## src/rtl/arm_pkg.sv

```systemverilog
// ----------------------------------------------------------------------------
// arm_pkg -- shared definitions for the instruction fetch front end.
//
// Contents:
//   XLEN, WORD_BYTES, PC_STEP, PC8_OFFSET : word-size constants
//   RESET_PC_DEFAULT                      : default first fetch address
//   fetch_state_t / ST_*                  : fetch FSM state encoding
//   fetch_entry_t                         : prefetch queue entry {instr, pc}
//   word_align()                          : clears the byte-offset bits
// ----------------------------------------------------------------------------
package arm_pkg;

   localparam int unsigned XLEN       = 32;
   localparam int unsigned WORD_BYTES = 4;

   localparam logic [XLEN-1:0] PC_STEP          = XLEN'(WORD_BYTES);
   localparam logic [XLEN-1:0] PC8_OFFSET       = XLEN'(2 * WORD_BYTES);
   localparam logic [XLEN-1:0] RESET_PC_DEFAULT = 32'h0000_0000;

   // FETCH: may issue, WAIT: request outstanding,
   // DROP: request outstanding whose data will be thrown away
   typedef logic [1:0] fetch_state_t;
   localparam fetch_state_t ST_FETCH = 2'd0;
   localparam fetch_state_t ST_WAIT  = 2'd1;
   localparam fetch_state_t ST_DROP  = 2'd2;

   typedef struct packed {
      logic [XLEN-1:0] instr;
      logic [XLEN-1:0] pc;
   } fetch_entry_t;

   function automatic logic [XLEN-1:0] word_align(input logic [XLEN-1:0] a);
      return a & ~XLEN'(WORD_BYTES - 1);
   endfunction

endpackage

```

## src/rtl/fetch_queue.sv

```systemverilog
// ----------------------------------------------------------------------------
// fetch_queue -- DEPTH-entry FIFO of {instr, pc} for the fetch unit.
//
// Ports:
//   clk, reset : clock, asynchronous active-high reset
//   push/wdata : enqueue one entry (caller guarantees not full)
//   pop        : dequeue the head (caller guarantees not empty)
//   flush      : empty the queue; wins over push/pop
//   head       : current head entry (meaningful only when !empty)
//   count      : number of valid entries, 0..DEPTH
//   empty      : count == 0
// ----------------------------------------------------------------------------
module fetch_queue
   import arm_pkg::*;
#(
   parameter int unsigned DEPTH = 2
) (
   input  logic                   clk,
   input  logic                   reset,
   input  logic                   push,
   input  logic                   pop,
   input  logic                   flush,
   input  fetch_entry_t           wdata,
   output fetch_entry_t           head,
   output logic [$clog2(DEPTH):0] count,
   output logic                   empty
);

   localparam int unsigned AW = $clog2(DEPTH);

   fetch_entry_t  mem_q [DEPTH];
   logic [AW-1:0] wr_q;
   logic [AW-1:0] rd_q;
   logic [AW:0]   count_q;

   // Storage needs no reset: entries are only observed while counted valid
   always_ff @(posedge clk) begin
      if (push) begin
         mem_q[wr_q] <= wdata;
      end
   end

   // DEPTH is a power of two, so the pointers wrap naturally
   always_ff @(posedge clk or posedge reset) begin
      if (reset) begin
         wr_q    <= '0;
         rd_q    <= '0;
         count_q <= '0;
      end else if (flush) begin
         wr_q    <= '0;
         rd_q    <= '0;
         count_q <= '0;
      end else begin
         if (push) wr_q <= wr_q + AW'(1);
         if (pop)  rd_q <= rd_q + AW'(1);
         case ({push, pop})
            2'b10:   count_q <= count_q + (AW+1)'(1);
            2'b01:   count_q <= count_q - (AW+1)'(1);
            default: ;
         endcase
      end
   end

   assign head  = mem_q[rd_q];
   assign count = count_q;
   assign empty = (count_q == '0);

endmodule

```

## src/rtl/fetch_unit.sv

```systemverilog
// ----------------------------------------------------------------------------
// fetch_unit -- instruction fetch with a DEPTH-entry prefetch queue.
//
// Ports:
//   clk, reset              : clock, asynchronous active-high reset
//   imem_req/imem_addr      : instruction-memory read request, word address
//   imem_ack/imem_rdata     : request accepted, read data valid this cycle
//   redirect/redirect_pc    : taken branch / PC write; target low bits ignored
//   instr_valid/instr_ready : head instruction handshake toward decode
//   instr, instr_pc         : head instruction and its address (0 when empty)
//   instr_pc8               : instr_pc + 8 (R15 read value)
//
// Build option: define FETCH_BYPASS_EN to hand an acked word straight to the
// decoder (same cycle, not enqueued) when the queue is empty and the decoder
// is ready. Without it every word goes through the queue.
// ----------------------------------------------------------------------------
module fetch_unit
   import arm_pkg::*;
#(
   parameter int unsigned DEPTH    = 2,
   parameter logic [31:0] RESET_PC = RESET_PC_DEFAULT
) (
   input  logic        clk,
   input  logic        reset,
   output logic        imem_req,
   output logic [31:0] imem_addr,
   input  logic        imem_ack,
   input  logic [31:0] imem_rdata,
   input  logic        redirect,
   input  logic [31:0] redirect_pc,
   output logic        instr_valid,
   input  logic        instr_ready,
   output logic [31:0] instr,
   output logic [31:0] instr_pc,
   output logic [31:0] instr_pc8
);

   localparam int unsigned   CW      = $clog2(DEPTH) + 1;
   localparam logic [CW-1:0] DEPTH_C = CW'(DEPTH);

   fetch_state_t  state_q, state_d;
   logic [31:0]   pc_q, pc_d;
   logic [31:0]   drop_addr_q, drop_addr_d;
   logic          run_q;
   logic          deliver;
   logic          bypass;
   logic          push;
   logic          pop;
   logic          q_empty;
   logic [CW-1:0] q_count;
   fetch_entry_t  q_wdata;
   fetch_entry_t  q_head;

   // Only one request is ever outstanding and it is issued only while the
   // queue has a free slot, so the slot is reserved for its data.
   always_comb begin
      state_d     = state_q;
      pc_d        = pc_q;
      drop_addr_d = drop_addr_q;
      imem_req    = 1'b0;
      deliver     = 1'b0;

      case (state_q)
         ST_FETCH:         imem_req = run_q && (q_count < DEPTH_C) && !redirect;
         ST_WAIT, ST_DROP: imem_req = 1'b1;
         default:          imem_req = 1'b0;
      endcase

      if (redirect) begin
         pc_d = word_align(redirect_pc);
         case (state_q)
            ST_WAIT: begin
               if (imem_ack) begin
                  state_d = ST_FETCH;
               end else begin
                  // keep presenting the in-flight address until its ack
                  state_d     = ST_DROP;
                  drop_addr_d = pc_q;
               end
            end
            ST_DROP: if (imem_ack) state_d = ST_FETCH;
            default: state_d = ST_FETCH;
         endcase
      end else begin
         case (state_q)
            ST_FETCH: begin
               if (imem_req) begin
                  if (imem_ack) deliver = 1'b1;
                  else          state_d = ST_WAIT;
               end
            end
            ST_WAIT: begin
               if (imem_ack) begin
                  deliver = 1'b1;
                  state_d = ST_FETCH;
               end
            end
            ST_DROP: if (imem_ack) state_d = ST_FETCH;
            default: state_d = ST_FETCH;
         endcase
         if (deliver) pc_d = pc_q + PC_STEP;
      end
   end

   // In FETCH/WAIT pc_q is the address being requested
   assign imem_addr = (state_q == ST_DROP) ? drop_addr_q : pc_q;

`ifdef FETCH_BYPASS_EN
   assign bypass = deliver && q_empty && instr_ready;
`else
   assign bypass = 1'b0;
`endif

   assign push    = deliver && !bypass;
   assign pop     = !q_empty && instr_ready && !redirect;
   assign q_wdata = '{instr: imem_rdata, pc: pc_q};

   fetch_queue #(
      .DEPTH (DEPTH)
   ) u_queue (
      .clk   (clk),
      .reset (reset),
      .push  (push),
      .pop   (pop),
      .flush (redirect),
      .wdata (q_wdata),
      .head  (q_head),
      .count (q_count),
      .empty (q_empty)
   );

   // Outputs read as zero when nothing is available
   always_comb begin
      instr_valid = !q_empty;
      instr       = '0;
      instr_pc    = '0;
      if (bypass) begin
         instr_valid = 1'b1;
         instr       = imem_rdata;
         instr_pc    = pc_q;
      end else if (!q_empty) begin
         instr    = q_head.instr;
         instr_pc = q_head.pc;
      end
   end

   assign instr_pc8 = instr_pc + PC8_OFFSET;

   // run_q holds off the first request until the first edge after reset
   always_ff @(posedge clk or posedge reset) begin
      if (reset) begin
         state_q     <= ST_FETCH;
         pc_q        <= RESET_PC;
         drop_addr_q <= RESET_PC;
         run_q       <= 1'b0;
      end else begin
         state_q     <= state_d;
         pc_q        <= pc_d;
         drop_addr_q <= drop_addr_d;
         run_q       <= 1'b1;
      end
   end

endmodule
```

## config.mk

```make
export PLATFORM = sky130hd
export DESIGN_NAME = fetch_unit
export DESIGN_NICKNAME = d
export VERILOG_FILES = /design/src/rtl/arm_pkg.sv /design/src/rtl/fetch_queue.sv /design/src/rtl/fetch_unit.sv
export SDC_FILE = /design/constraint.sdc
export NUM_CORES = 1
export LEC_CHECK = 0
export ABC_AREA = 0
export ABC_CLOCK_PERIOD_IN_PS = 8850
export BUFFER_PORTS_ARGS = -buffer_cell sky130_fd_sc_hd__buf_4
export CORE_MARGIN = 4
export CORE_UTILIZATION = 37
export DETAILED_ROUTE_END_ITERATION = 10
export SLEW_MARGIN = 15
export SYNTH_ARGS = -nofsm -noshare
export SYNTH_HDL_FRONTEND = slang
export SYNTH_HIERARCHICAL = 1
export SYNTH_SLANG_ARGS = --single-unit
```

## constraint.sdc

```tcl
create_clock -name clk -period 8.85 [get_ports clk]
set_input_delay 0.885 -clock clk [delete_from_list [all_inputs] [get_ports clk]]
set_output_delay 0.885 -clock clk [all_outputs]
set_load 0.01 [all_outputs]
```

==> metrics.yaml <==
reg2reg_depth: 8
routabilityCongestion: 0.739
cts_setup_buffers: 0
ys.flop_type: "edfxtp_1"
clock_skew_ns: 0.0137
reg2reg_setup_slack_ns: 5.87
final_area_mm2: 0.0120
max_freq_mhz: 207
grt_pass1_wl_um: 34100
wl_um: 21900
intPower_mw: 1.86
cp.arrival_ns: 3.95
crit_slowest_cell: "buf_4"
vias: 6149
cts_buffer_depth: 2
synthDominantCellAreaShare: 0.398
synth_area_mm2: 0.00966
cts.sinks: 195
crit_path_end_kind: "primary output"
diodes: 0
timing.rr.end: "u_queue/mem_q[0][35]"
p_per_area_mw_per_mm2: 224
antenna_found_initial: 0
fin_nets: 996
p_leak_nw: 4.79
ys_seq_elements: 195
cp.required_ns: 7.97
hold_buffers: 0
criticalPathCategory: "reg -> out"
synth_area_leaders: "edfxtp_1 (40%), dfrtp_1 (17%), mux2_2 (7.8%)"
timing.rr.start: "state_q[0]"
finalSetupTns_ns: 0
grt_pass1_vias: 6164
placed_cell_area_mm2: 0.0114
ys_seq_area_frac: 0.572
core.rowCount: 58
rsz0062_at_grt: "false"
crit_chain: "buf_4, mux2_4, nand3_1, nor4_1, nand4_1, nor3_1, xor2_1, buf_4"
path_buf_inv: 2
synth_edf_count: 128
synthCells: 737
avgViaCountPerCell: 4.86
synth_common_cells: "edfxtp_1 (128), dfrtp_1 (67), mux2_2 (67), nor2b_1 (66), nand2_1 (57)"
cts-htree-levels: 4
worstSetupStartpointType: "flop"
pwr-share-comb: 0.277
hold_path_class: "in -> async"
maxSlewHeadroom: 0.318
final_hold_viol_count: 0
insertion_delay_ns: 0.43
cpMostUsedCell: "buf_4"
drv_slew: 0
synth.yosys.warnings: 6
max_stage_delay_ns: 0.79
ctsResizeCount: 0
period_share: 0.547
setup_violations: 0
synth_largest_area_cell: "edfxtp_1"
cts_tree: "done"
overflow: 0
async_flop_share: 0.344
drive_gt1_frac: 0.391
core-area_mm2: 0.0254
dr.pass1.iters: 7
status: "finished clean"
start_util: 0.380
die_w_um: 170
syn2layout_area_growth_pct: 24.0
cts_root_buf: "clkbuf_16"
gr-usage-all-layers: 0.150
avgSynthCellArea_um2: 13.1
p_switching_mw: 0.816
dieArea_mm2: 0.0287
ios: 199
power.share.switching: 0.305
path_delay_family: "simple AND/OR/NAND/NOR gates"
worstMarginPinSlew_ns: 1.02
path_clk_slew_ns: 0.07
crit_fanout: 55
vdd_drop_max_uv: 87.3
synth_cell_type_count: 56
portBuffers: 194
routedWlPerCell_um: 17.3
drtAntennaViolNets: 0
drc: 0
cts_buffers: 17
fp.dieH_um: 170
power_frac_clock: 0.277
max-cap-violations: 0
seq_power_share: 0.446
yosysMostFrequentCell: "edfxtp_1"
min_period_ns: 4.84
grt_max_degree: 78
drt_iter0_markers: 342
hpwl_um: 15300
## cells in the final DEF (no fill, tap or decap), types with 17 or more instances in the layout
cell type	n
mux2_4	50
o21ai_0	21
xnor2_1	36
dfrtp_1	66
nand2_1	57
xor2_1	17
edfxtp_1	128
clkbuf_16	17
nor2_1	19
mux2_2	67
buf_4	203
nand3_1	21
nor2b_1	65
## metal layers
| metal | GRT usage | up-vias | wire length, µm |
|---|---|---|---|
| met5 | 0 | - | 0 |
| met4 | 0.0361 | 0 | 243 |
| met3 | 0.0321 | 17 | 1160 |
| met2 | 0.227 | 187 | 9560 |
| met1 | 0.223 | 2935 | 10900 |
| li1 | - | 3010 | - |
## state kept, by name, indices dropped and copies added, names as in the netlist
| signal | flops |
|---|---|
| drop_addr_q | 30 |
| pc_q | 30 |
| run_q | 1 |
| state_q | 2 |
| u_queue/count | 2 |
| u_queue/mem_q | 128 |
| u_queue/rd_q | 1 |
| u_queue/wr_q | 1 |
## metrics by stage
stage                     std cells  setup slack (ns)  total power [mW]   util  hold slack (ns)
after floorplan                 742              3.64              1.65      -            0.440
after global placement         1232              4.26              1.96  0.449            0.463
after detailed placement       1232              4.25              1.97  0.449            0.472
after CTS                      1264              3.79              2.71  0.471            0.341
after global routing           1264              3.74              2.82  0.471            0.354
final                          1264              4.01              2.68  0.471            0.355
## layout make-up
class                      count  area [µm²]
fill                        2307       13400
sequential                   195        5520
multi-input combinational    490        3890
timing repair buffer         203        1520
clock buffer                  18         429
tap                          330         413
clock inverter                14         140
inverter                      14        53.8
## power groups by stage
stage	Clock (mW)	Sequential, mW	Combinational [mW]
floorplan	0	1.18	0.469
global placement	0	1.21	0.749
detailed placement	0	1.22	0.754
CTS	0.764	1.19	0.756
global route	0.802	1.21	0.810
finish	0.742	1.19	0.741
## logic make-up after synthesis
logic type | after synthesis | share of synthesized area
other | 2 | 0.000778
buffers and inverters | 57 | 0.0293
DFF | 195 | 0.572
muxes | 123 | 0.162
and+or+nand+nor | 254 | 0.152
AOI/OAI and AO/OA | 47 | 0.0285
xor gates and xnor gates | 53 | 0.0481
adders and majority gates | 6 | 0.00777
## worst max-delay path by stage
stage | end | startpoint | slack, ns | cells past startpoint
after floorplan | u_queue/mem_q[0][0] | redirect | 3.64 | 5
final | instr_pc8[31] | u_queue/rd_q | 4.01 | 8
after global placement | instr_pc8[31] | u_queue/rd_q | 4.26 | 8
after detailed placement | instr_pc8[31] | u_queue/rd_q | 4.25 | 8
after global routing | instr_pc8[31] | u_queue/rd_q | 3.74 | 8
after CTS | instr_pc8[31] | u_queue/rd_q | 3.79 | 8
No activity file was read; power rests on OpenSTA's default activity.
